<file path="src/rtl/id_issue_stage.sv">
// Decode/issue stage between IF and EX: a single output register with valid/ready on both sides,
// and a per-register in-flight write counter that stalls issue on RAW hazards.
module id_issue_stage #(
   parameter int ADDR_WIDTH   = 5,
   parameter int MAX_INFLIGHT = 3,
   parameter int XLEN         = 32
) (
   input  logic                  clk_i,
   input  logic                  rst_ni,
   input  logic                  flush_i,
   input  logic                  if_valid_i,
   output logic                  if_ready_o,
   input  logic [XLEN-1:0]       instr_i,
   input  logic [XLEN-1:0]       pc_i,
   input  logic                  rs1_used_i,
   input  logic                  rs2_used_i,
   input  logic                  rd_we_i,
   output logic                  ex_valid_o,
   input  logic                  ex_ready_i,
   output logic [XLEN-1:0]       ex_instr_o,
   output logic [XLEN-1:0]       ex_pc_o,
   output logic                  ex_rd_we_o,
   input  logic                  rel_valid_i,
   input  logic [ADDR_WIDTH-1:0] rel_addr_i,
   output logic                  busy_o,
   output logic                  sb_err_o
);

   localparam int NUM_REGS = 2 ** ADDR_WIDTH;
   localparam int CW       = $clog2(MAX_INFLIGHT + 1);
   localparam logic [CW-1:0] CNT_MAX = CW'(MAX_INFLIGHT);

   logic [ADDR_WIDTH-1:0] rs1, rs2, rd, ex_rd;
   logic [CW-1:0]         cnt_q [NUM_REGS];
   logic [CW-1:0]         cnt_d [NUM_REGS];
   logic                  ex_valid_q, ex_rd_we_q, sb_err_q;
   logic [XLEN-1:0]       ex_instr_q, ex_pc_q;
   logic                  hazard, sat, space, accept, kill, err_set, busy;

   assign rs1   = instr_i[15 +: ADDR_WIDTH];
   assign rs2   = instr_i[20 +: ADDR_WIDTH];
   assign rd    = instr_i[7 +: ADDR_WIDTH];
   assign ex_rd = ex_instr_q[7 +: ADDR_WIDTH];

   // Handshake: a transfer happens on a rising edge where valid and ready are both high.
   // if_ready_o is combinational and never depends on if_valid_i; ex_valid_o, once high,
   // holds with stable payload until ex_ready_i or flush_i. Hazards use pre-update counters.
   assign hazard = (rs1_used_i && (rs1 != '0) && (cnt_q[rs1] != '0)) ||
                   (rs2_used_i && (rs2 != '0) && (cnt_q[rs2] != '0));
   assign sat    = rd_we_i && (rd != '0) && (cnt_q[rd] == CNT_MAX);
   assign space  = ~ex_valid_q | ex_ready_i;

   assign if_ready_o = ~flush_i & ~hazard & ~sat & space;
   assign accept     = if_valid_i & if_ready_o;
   assign kill       = flush_i & ex_valid_q & ex_rd_we_q & (ex_rd != '0);

   // Increment first so an issue and a release of the same register cancel out;
   // each decrement then saturates at zero independently and flags the underflow.
   always_comb begin
      err_set = 1'b0;
      for (int i = 0; i < NUM_REGS; i++) begin
         cnt_d[i] = cnt_q[i];
         if (i != 0) begin
            if (accept && rd_we_i && (rd == ADDR_WIDTH'(i))) begin
               cnt_d[i] = cnt_d[i] + CW'(1);
            end
            if (rel_valid_i && (rel_addr_i == ADDR_WIDTH'(i))) begin
               if (cnt_d[i] == '0) err_set = 1'b1;
               else                cnt_d[i] = cnt_d[i] - CW'(1);
            end
            if (kill && (ex_rd == ADDR_WIDTH'(i))) begin
               if (cnt_d[i] == '0) err_set = 1'b1;
               else                cnt_d[i] = cnt_d[i] - CW'(1);
            end
         end
      end
   end

   always_comb begin
      busy = 1'b0;
      for (int i = 0; i < NUM_REGS; i++) begin
         busy = busy | (cnt_q[i] != '0);
      end
   end

   always_ff @(posedge clk_i or negedge rst_ni) begin
      if (!rst_ni) begin
         for (int i = 0; i < NUM_REGS; i++) cnt_q[i] <= '0;
         sb_err_q <= 1'b0;
      end else begin
         for (int i = 0; i < NUM_REGS; i++) cnt_q[i] <= cnt_d[i];
         sb_err_q <= sb_err_q | err_set;
      end
   end

   always_ff @(posedge clk_i or negedge rst_ni) begin
      if (!rst_ni) begin
         ex_valid_q <= 1'b0;
         ex_instr_q <= '0;
         ex_pc_q    <= '0;
         ex_rd_we_q <= 1'b0;
      end else if (flush_i) begin
         ex_valid_q <= 1'b0;
      end else if (accept) begin
         ex_valid_q <= 1'b1;
         ex_instr_q <= instr_i;
         ex_pc_q    <= pc_i;
         ex_rd_we_q <= rd_we_i;
      end else if (ex_ready_i) begin
         ex_valid_q <= 1'b0;
      end
   end

   assign ex_valid_o = ex_valid_q;
   assign ex_instr_o = ex_instr_q;
   assign ex_pc_o    = ex_pc_q;
   assign ex_rd_we_o = ex_rd_we_q;
   assign busy_o     = busy;
   assign sb_err_o   = sb_err_q;

endmodule

</file>
<file path="config.mk">
export PLATFORM = sky130hd
export DESIGN_NAME = id_issue_stage
export DESIGN_NICKNAME = d
export VERILOG_FILES = /design/src/rtl/id_issue_stage.sv
export SDC_FILE = /design/constraint.sdc
export NUM_CORES = 1
export LEC_CHECK = 0
export CORE_MARGIN = 3
export CORE_UTILIZATION = 40
export CTS_BUF_LIST = sky130_fd_sc_hd__clkbuf_4 sky130_fd_sc_hd__clkbuf_8 sky130_fd_sc_hd__clkbuf_16
export DETAILED_ROUTE_END_ITERATION = 10
export PLACE_DENSITY = 0.63
export SYNTH_ARGS = -nofsm -noshare
export SYNTH_HDL_FRONTEND = slang
export SYNTH_SLANG_ARGS = --single-unit
</file>
<file path="constraint.sdc">
create_clock -name clk_i -period 9.3 [get_ports clk_i]
set_input_delay 1.86 -clock clk_i [delete_from_list [all_inputs] [get_ports clk_i]]
set_output_delay 1.86 -clock clk_i [all_outputs]
set_load 0.02 [all_outputs]
</file>
==> results.py, run 1 <==
metrics = {
    "run_status": {
        "run_status": "completed",
    },
    "synthesis": {
        "syn_inst": 1480,
        "synth_top_family_by_area": "simple AND/OR/NAND/NOR gates",
        "synthAdderAreaFrac_pct": 3.55,
        "ys_seq_area_share_pct": 29.5,
        "synthesis.nets": 1589,
        "syn_avg_cell_area_um2": 7.39,
        "synth_most_common_cell": "nand2_1",
        "synth_edf_count": 0,
        "yosys_warnings": 0,
        "synth_flop_cell": "dfrtp_1",
        "yosysTopAreaCell": "dfrtp_1",
        "synth_top_area_share_pct": 29.5,
        "synth.cell_area_um2": 10900,
        "synth_xor_area_share_pct": 0.401,
        "async_flop_share_pct": 100,
        "synth-seq-cells": 129,
        "synth_common_cells": "nand2_1 (334), nor2_1 (157), dfrtp_1 (129), a21oi_1 (121), inv_1 (77)",
        "synth.distinct_cells": 76,
        "synth_compound_area_share_pct": 19.8,
        "yosys.area_share.simple_pct": 31.6,
        "yosys-top-cells-area": "dfrtp_1 (30%), nand2_1 (11%), a21oi_1 (5.5%)",
        "synthMuxAreaShare_pct": 9.43,
    },
    "clock_network": {
        "post_cts_resized": 0,
        "numCtsBuffers": 17,
        "cts_tree": "done",
        "clockBufferDepth": 2,
        "cts_max_level": 4,
        "cts_num_sinks": 129,
        "cts_hold_buf": 0,
        "clk_pin_slew_ps": 60,
        "clkLatencyLatePin_ps": 440,
        "post_cts_buffers": 0,
        "cts_root_buf": "clkbuf_16",
    },
    "setup_path": {
        "crit_chain": "clkdlybuf4s50_1, mux4_1, mux4_2, a21o_1, nor2_1, and2_1, clkdlybuf4s50_1",
        "critPathArrivalTime_ps": 5790,
        "crit_family": "buffers and inverters",
        "worst-path-buf-inv": 2,
        "crit_fanout": 21,
        "cp_slowest_cell": "clkdlybuf4s50_1",
        "end_kind": "output port",
        "critPathLaunchType": "input pin",
        "crit_type": "in -> out",
        "required_ps": 7440,
        "worst_path_most_repeated_cell": "clkdlybuf4s50_1",
        "slowest_delay_ps": 1080,
    },
    "layout": {
        "nets": 1699,
        "diodes": 0,
        "fin_util_pct": 50.2,
        "area_growth_pct": 21.3,
        "drive_gt1_share_pct": 6.61,
        "fin_cells": 1938,
    },
    "drt": {
        "ant_nets": 0,
        "vias": 12200,
        "drt-initial-drc-count": 1708,
        "drcViolationCount": 0,
        "routed_wl_um": 46400,
        "vias_per_cell": 6.31,
        "firstDrtPassIters": 6,
        "detail_route.wl_per_cell_um": 24.0,
    },
    "global_route": {
        "antenna_found_initial": 2,
        "grt_pass1_wl_um": 68800,
        "grt_pass1_vias": 11100,
        "overflow": 0,
        "grt.total_usage_pct": 31.2,
        "grt_max_degree": 72,
    },
    "sta": {
        "drv_slew": 0,
        "report.final.setup_viol": 0,
        "hold_viol_final": 0,
        "skew_ps": 13.3,
        "finalCritPeriodShare_pct": 82.2,
        "fin_setup_tns_ps": 0,
        "tightest_slew_ps": 1300,
        "relSlewSlack_pct": 10.9,
        "max_freq_mhz": 131,
        "period_needed_ps": 7650,
        "setup_slack_ps": 1650,
        "rsz0062_at_grt": "false",
    },
    "pwr": {
        "max-vdd-ir-drop_uv": 107,
        "power_density_nw_per_um2": 205,
        "total_leakage_power_uw": 0.00555,
    },
    "floorplanning": {
        "initial_core_util_pct": 41.4,
        "rows": 59,
        "die_h_um": 171,
        "die-width_um": 171,
        "die-area_um2": 29300,
        "coreArea_um2": 26400,
        "io_pins": 147,
    },
    "placed_design": {
        "finalWeightedCongestion": 1.03,
        "dpl.hpwl_um": 36600,
        "numPortBuffers": 146,
        "dp.cells": 1906,
        "pre_cts_slack_ps": 1590,
    },
    "job": {
        "drv_cap": 0,
    },
    "hold_path": {
        "hp-class": "reg -> reg",
    },
}
[path summary, 6_finish.rpt]
kind / startpoint / cells after the start / endpoint / slack (ps)
hold / removal: ex_instr_o[26] / 2 / ex_instr_o[26] / 470
setup / recovery: instr_i[7] / 7 / if_ready_o / 1650
hold reg to reg: ex_instr_o[26] / 2 / ex_instr_o[26] / 470
min in group asynchronous: rst_ni / 1 / cnt_q[19] / 1360
max in group asynchronous: rst_ni / 2 / ex_pc_o[14] / 6560
setup reg to reg: cnt_q[7] / 11 / sb_err_o / 3930
[sequential cells by signal (all words and copies together) (netlist names)]
| signal | flops |
|---|---|
| ex_rd_we_o | 1 |
| ex_instr_o | 32 |
| ex_pc_o | 32 |
| cnt_q | 62 |
| ex_valid_o | 1 |
| sb_err_o | 1 |
[where the power goes]
group	internal [uW]	switching, uW
sequential	710	210
clock	433	292
combinational	457	621
total	1600	1120
[layout by cell type, fill, tap and decap left out, types with 18 or more instances in the layout]
cell type,count
nand2_1,334
nor2_1,157
clkdlybuf4s50_1,145
dfrtp_1,129
a21oi_1,121
inv_1,77
nor3_1,61
o21ai_0,51
nand3_1,37
mux2i_1,31
ha_1,31
a31oi_1,24
nor4_1,22
mux2_2,20
mux4_2,19
nand4_1,19
o22ai_1,18
[metrics by stage]
stage | total power, uW | hold WS (ps) | area (um^2)
after floorplan | 1480 | 561 | 10900
after global placement | 1970 | 456 | 12600
after detailed placement | 1980 | 461 | 12600
after CTS | 2710 | 476 | 13300
after global routing | 2860 | 490 | 13300
final | 2720 | 469 | 13300
[routing by layer]
metal / routed length, um / up-vias / global-route usage, %
met3: 4850 / 123 / 8.50
met2: 19900 / 728 / 46.3
met4: 1790 / 4 / 11.2
li1: - / 5544 / -
met1: 19900 / 5833 / 43.7
met5: 34 / - / 0
[worst reg2reg max path, delay by kind of cell, from the launching register on]
| family | cells | cell delay [ps] |
|---|---|---|
| AND/OR/NAND/NOR | 5 | 3070 |
| AO/OA/AOI/OAI | 4 | 1040 |
| flip-flops | 1 | 500 |
| multiplexers | 2 | 620 |
[cell families (layout without fill, tap and decap cells)]
| kind of cell | Yosys count | after routing |
|---|---|---|
| AOI/OAI and AO/OA | 339 | 339 |
| adders and majority gates | 31 | 31 |
| muxes | 73 | 73 |
| and+or+nand+nor | 753 | 753 |
| buffers and inverters | 150 | 273 |
| xor gates and xnor gates | 5 | 5 |
| DFF | 129 | 129 |
[cell type report]
class / instances / area, um^2
fill: 2561 / 13200
inverter: 78 / 293
clock buffer: 18 / 439
timing repair buffer: 163 / 1590
tap: 335 / 419
multi-input combinational: 1201 / 7110
sequential: 129 / 3230
clock inverter: 14 / 180
Note: power is estimated with default switching activity, not from simulation.
==> run 2, diff against run 1 <==
Clock period 9.3 ns to 7.3 ns, I/O delays scaled along.
==> run 2 against run 1 <==
Compared with the run above:
- non-clock buffer count rose by 23
- critical path depth increased by 3
- utilization up 0.42 points
- combinational power up 29%
- sequential share of layout area is 0.20 points lower
- via count is 0.72% higher
- clock skew shrank 3.0 ps
==> results.py, run 2 (synthesized netlist as in run 1, its figures left out) <==
metrics = {
    "clock_network": {
        "cts_num_sinks": 129,
        "clockBufferDepth": 2,
        "cts_root_buf": "clkbuf_16",
        "cts_tree": "done",
        "cts_max_level": 4,
        "post_cts_buffers": 0,
        "numCtsBuffers": 17,
        "clk_pin_slew_ps": 60,
        "cts_hold_buf": 0,
        "post_cts_resized": 0,
        "clkLatencyLatePin_ps": 440,
    },
    "global_route": {
        "antenna_found_initial": 1,
        "grt_pass1_wl_um": 69500,
        "grt.total_usage_pct": 31.7,
        "overflow": 0,
        "grt_pass1_vias": 11200,
        "grt_max_degree": 91,
    },
    "sta": {
        "tightest_slew_ps": 1270,
        "rsz0062_at_grt": "false",
        "max_freq_mhz": 154,
        "skew_ps": 10.3,
        "report.final.setup_viol": 0,
        "relSlewSlack_pct": 14.8,
        "drv_slew": 0,
        "finalCritPeriodShare_pct": 88.7,
        "hold_viol_final": 0,
        "fin_setup_tns_ps": 0,
        "period_needed_ps": 6470,
        "setup_slack_ps": 826,
    },
    "run_status": {
        "run_status": "completed",
    },
    "layout": {
        "fillers": 2620,
        "drive_gt1_share_pct": 7.87,
        "area_growth_pct": 22.3,
        "final_common_cell": "nand2_1",
        "largest_reg_flops": 62,
        "final_cell_mix": "nand2_1 (334), nor2_1 (157), clkdlybuf4s50_1 (145), dfrtp_1 (129), a21oi_1 (121)",
        "top_register": "cnt_q",
        "diodes": 0,
        "fin_util_pct": 50.6,
        "nets": 1722,
    },
    "setup_path": {
        "critPathLaunchType": "input pin",
        "crit_type": "in -> out",
        "critPathArrivalTime_ps": 5010,
        "end_kind": "output port",
        "required_ps": 5840,
        "crit_fanout": 20,
        "rrSetupSlack_ps": 2350,
    },
    "floorplanning": {
        "die-area_um2": 29300,
        "die-width_um": 171,
        "io_pins": 147,
        "rows": 59,
        "die_h_um": 171,
        "initial_core_util_pct": 41.4,
        "coreArea_um2": 26400,
    },
    "drt": {
        "vias": 12300,
        "detail_route.wl_per_cell_um": 24.4,
        "vias_per_cell": 6.28,
        "drt-initial-drc-count": 1569,
        "firstDrtPassIters": 8,
        "ant_nets": 0,
        "drcViolationCount": 0,
        "routed_wl_um": 47800,
    },
    "placed_design": {
        "dpl.hpwl_um": 37300,
        "numPortBuffers": 146,
        "finalWeightedCongestion": 1.09,
        "pre_cts_slack_ps": 735,
    },
    "pwr": {
        "p_int_uw": 1970,
        "switching_share_pct": 42.4,
        "power_density_nw_per_um2": 256,
        "combPwrFrac_pct": 40.6,
        "power_frac_clock_pct": 25.1,
        "max-vdd-ir-drop_uv": 153,
        "total_leakage_power_uw": 0.00563,
        "switchingPower_uw": 1450,
        "seqPwrFrac_pct": 34.3,
    },
    "job": {
        "drv_cap": 0,
    },
    "hold_path": {
        "hp-class": "reg -> reg",
    },
}
==> run 2: changes by cell type in the layout (fill, tap and decap cells not counted) <==
| cell | change |
|---|---|
| buf_4 | +23 |
| bufinv_16 | -2 |
| inv_6 | +2 |
| clkbuf_4 | +1 |
| clkbuf_8 | -1 |
| clkinv_2 | +1 |
| inv_8 | -1 |
| nor4bb_1 | +1 |
| nor4bb_2 | -1 |
==> run 2: power groups by stage <==
stage / Combinational [uW] / Sequential, uW / Clock [uW]
after global routing: 1500 / 1190 / 906
after global placement: 1350 / 1170 / 0
after detailed placement: 1370 / 1170 / 0
final: 1390 / 1170 / 858
after CTS: 1370 / 1160 / 876
after floorplan: 680 / 1210 / 0
==> run 2: area by class of cell <==
class | count | area [um^2] | area share [%]
tap | 335 | 419 | 3.14
clock buffer | 18 | 433 | 3.24
timing repair buffer | 186 | 1760 | 13.2
clock inverter | 14 | 131 | 0.983
sequential | 129 | 3230 | 24.1
multi-input combinational | 1201 | 7100 | 53.1
inverter | 78 | 293 | 2.19
==> run 2: critical path: stages <==
cell,delay [ps]
clkdlybuf4s50_1,960
nor3_1,120
a21oi_1,160
o22ai_1,100
o311ai_0,590
a21o_1,490
buf_4,260
nor2_1,100
and2_1,210
clkdlybuf4s50_1,550
==> run 2: routing by layer <==
metal / global-route usage, % / up-vias / share of wire, % / wire length, um
li1: - / 5603 / - / -
met1: 43.0 / 5884 / 42 / 19900
met2: 47.3 / 716 / 43 / 20700
met3: 11.1 / 117 / 12 / 5680
met4: 10.7 / 0 / 3.3 / 1560
met5: 0 / - / 0 / 0
==> run 2: final timing paths <==
| check | to | cells past startpoint | start |
|---|---|---|---|
| min in group asynchronous | cnt_q[25] | 1 | rst_ni |
| hold reg to reg | ex_pc_o[9] | 2 | ex_pc_o[9] |
| max in group asynchronous | cnt_q[52] | 2 | rst_ni |
| hold / removal | ex_pc_o[9] | 2 | ex_pc_o[9] |
| setup / recovery | if_ready_o | 10 | instr_i[20] |
| setup reg to reg | sb_err_o | 13 | cnt_q[1] |
==> run 2: metrics by stage <==
step | area (um^2) | hold WS (ps) | cells | total power, uW
2_1_floorplan | 10900 | 561 | 1480 | 1890
3_3_place_gp | 12800 | 455 | 1929 | 2520
3_5_place_dp | 12800 | 461 | 1929 | 2540
4_1_cts | 13400 | 477 | 1961 | 3410
5_1_grt | 13400 | 490 | 1961 | 3590
6_report | 13400 | 472 | 1961 | 3420
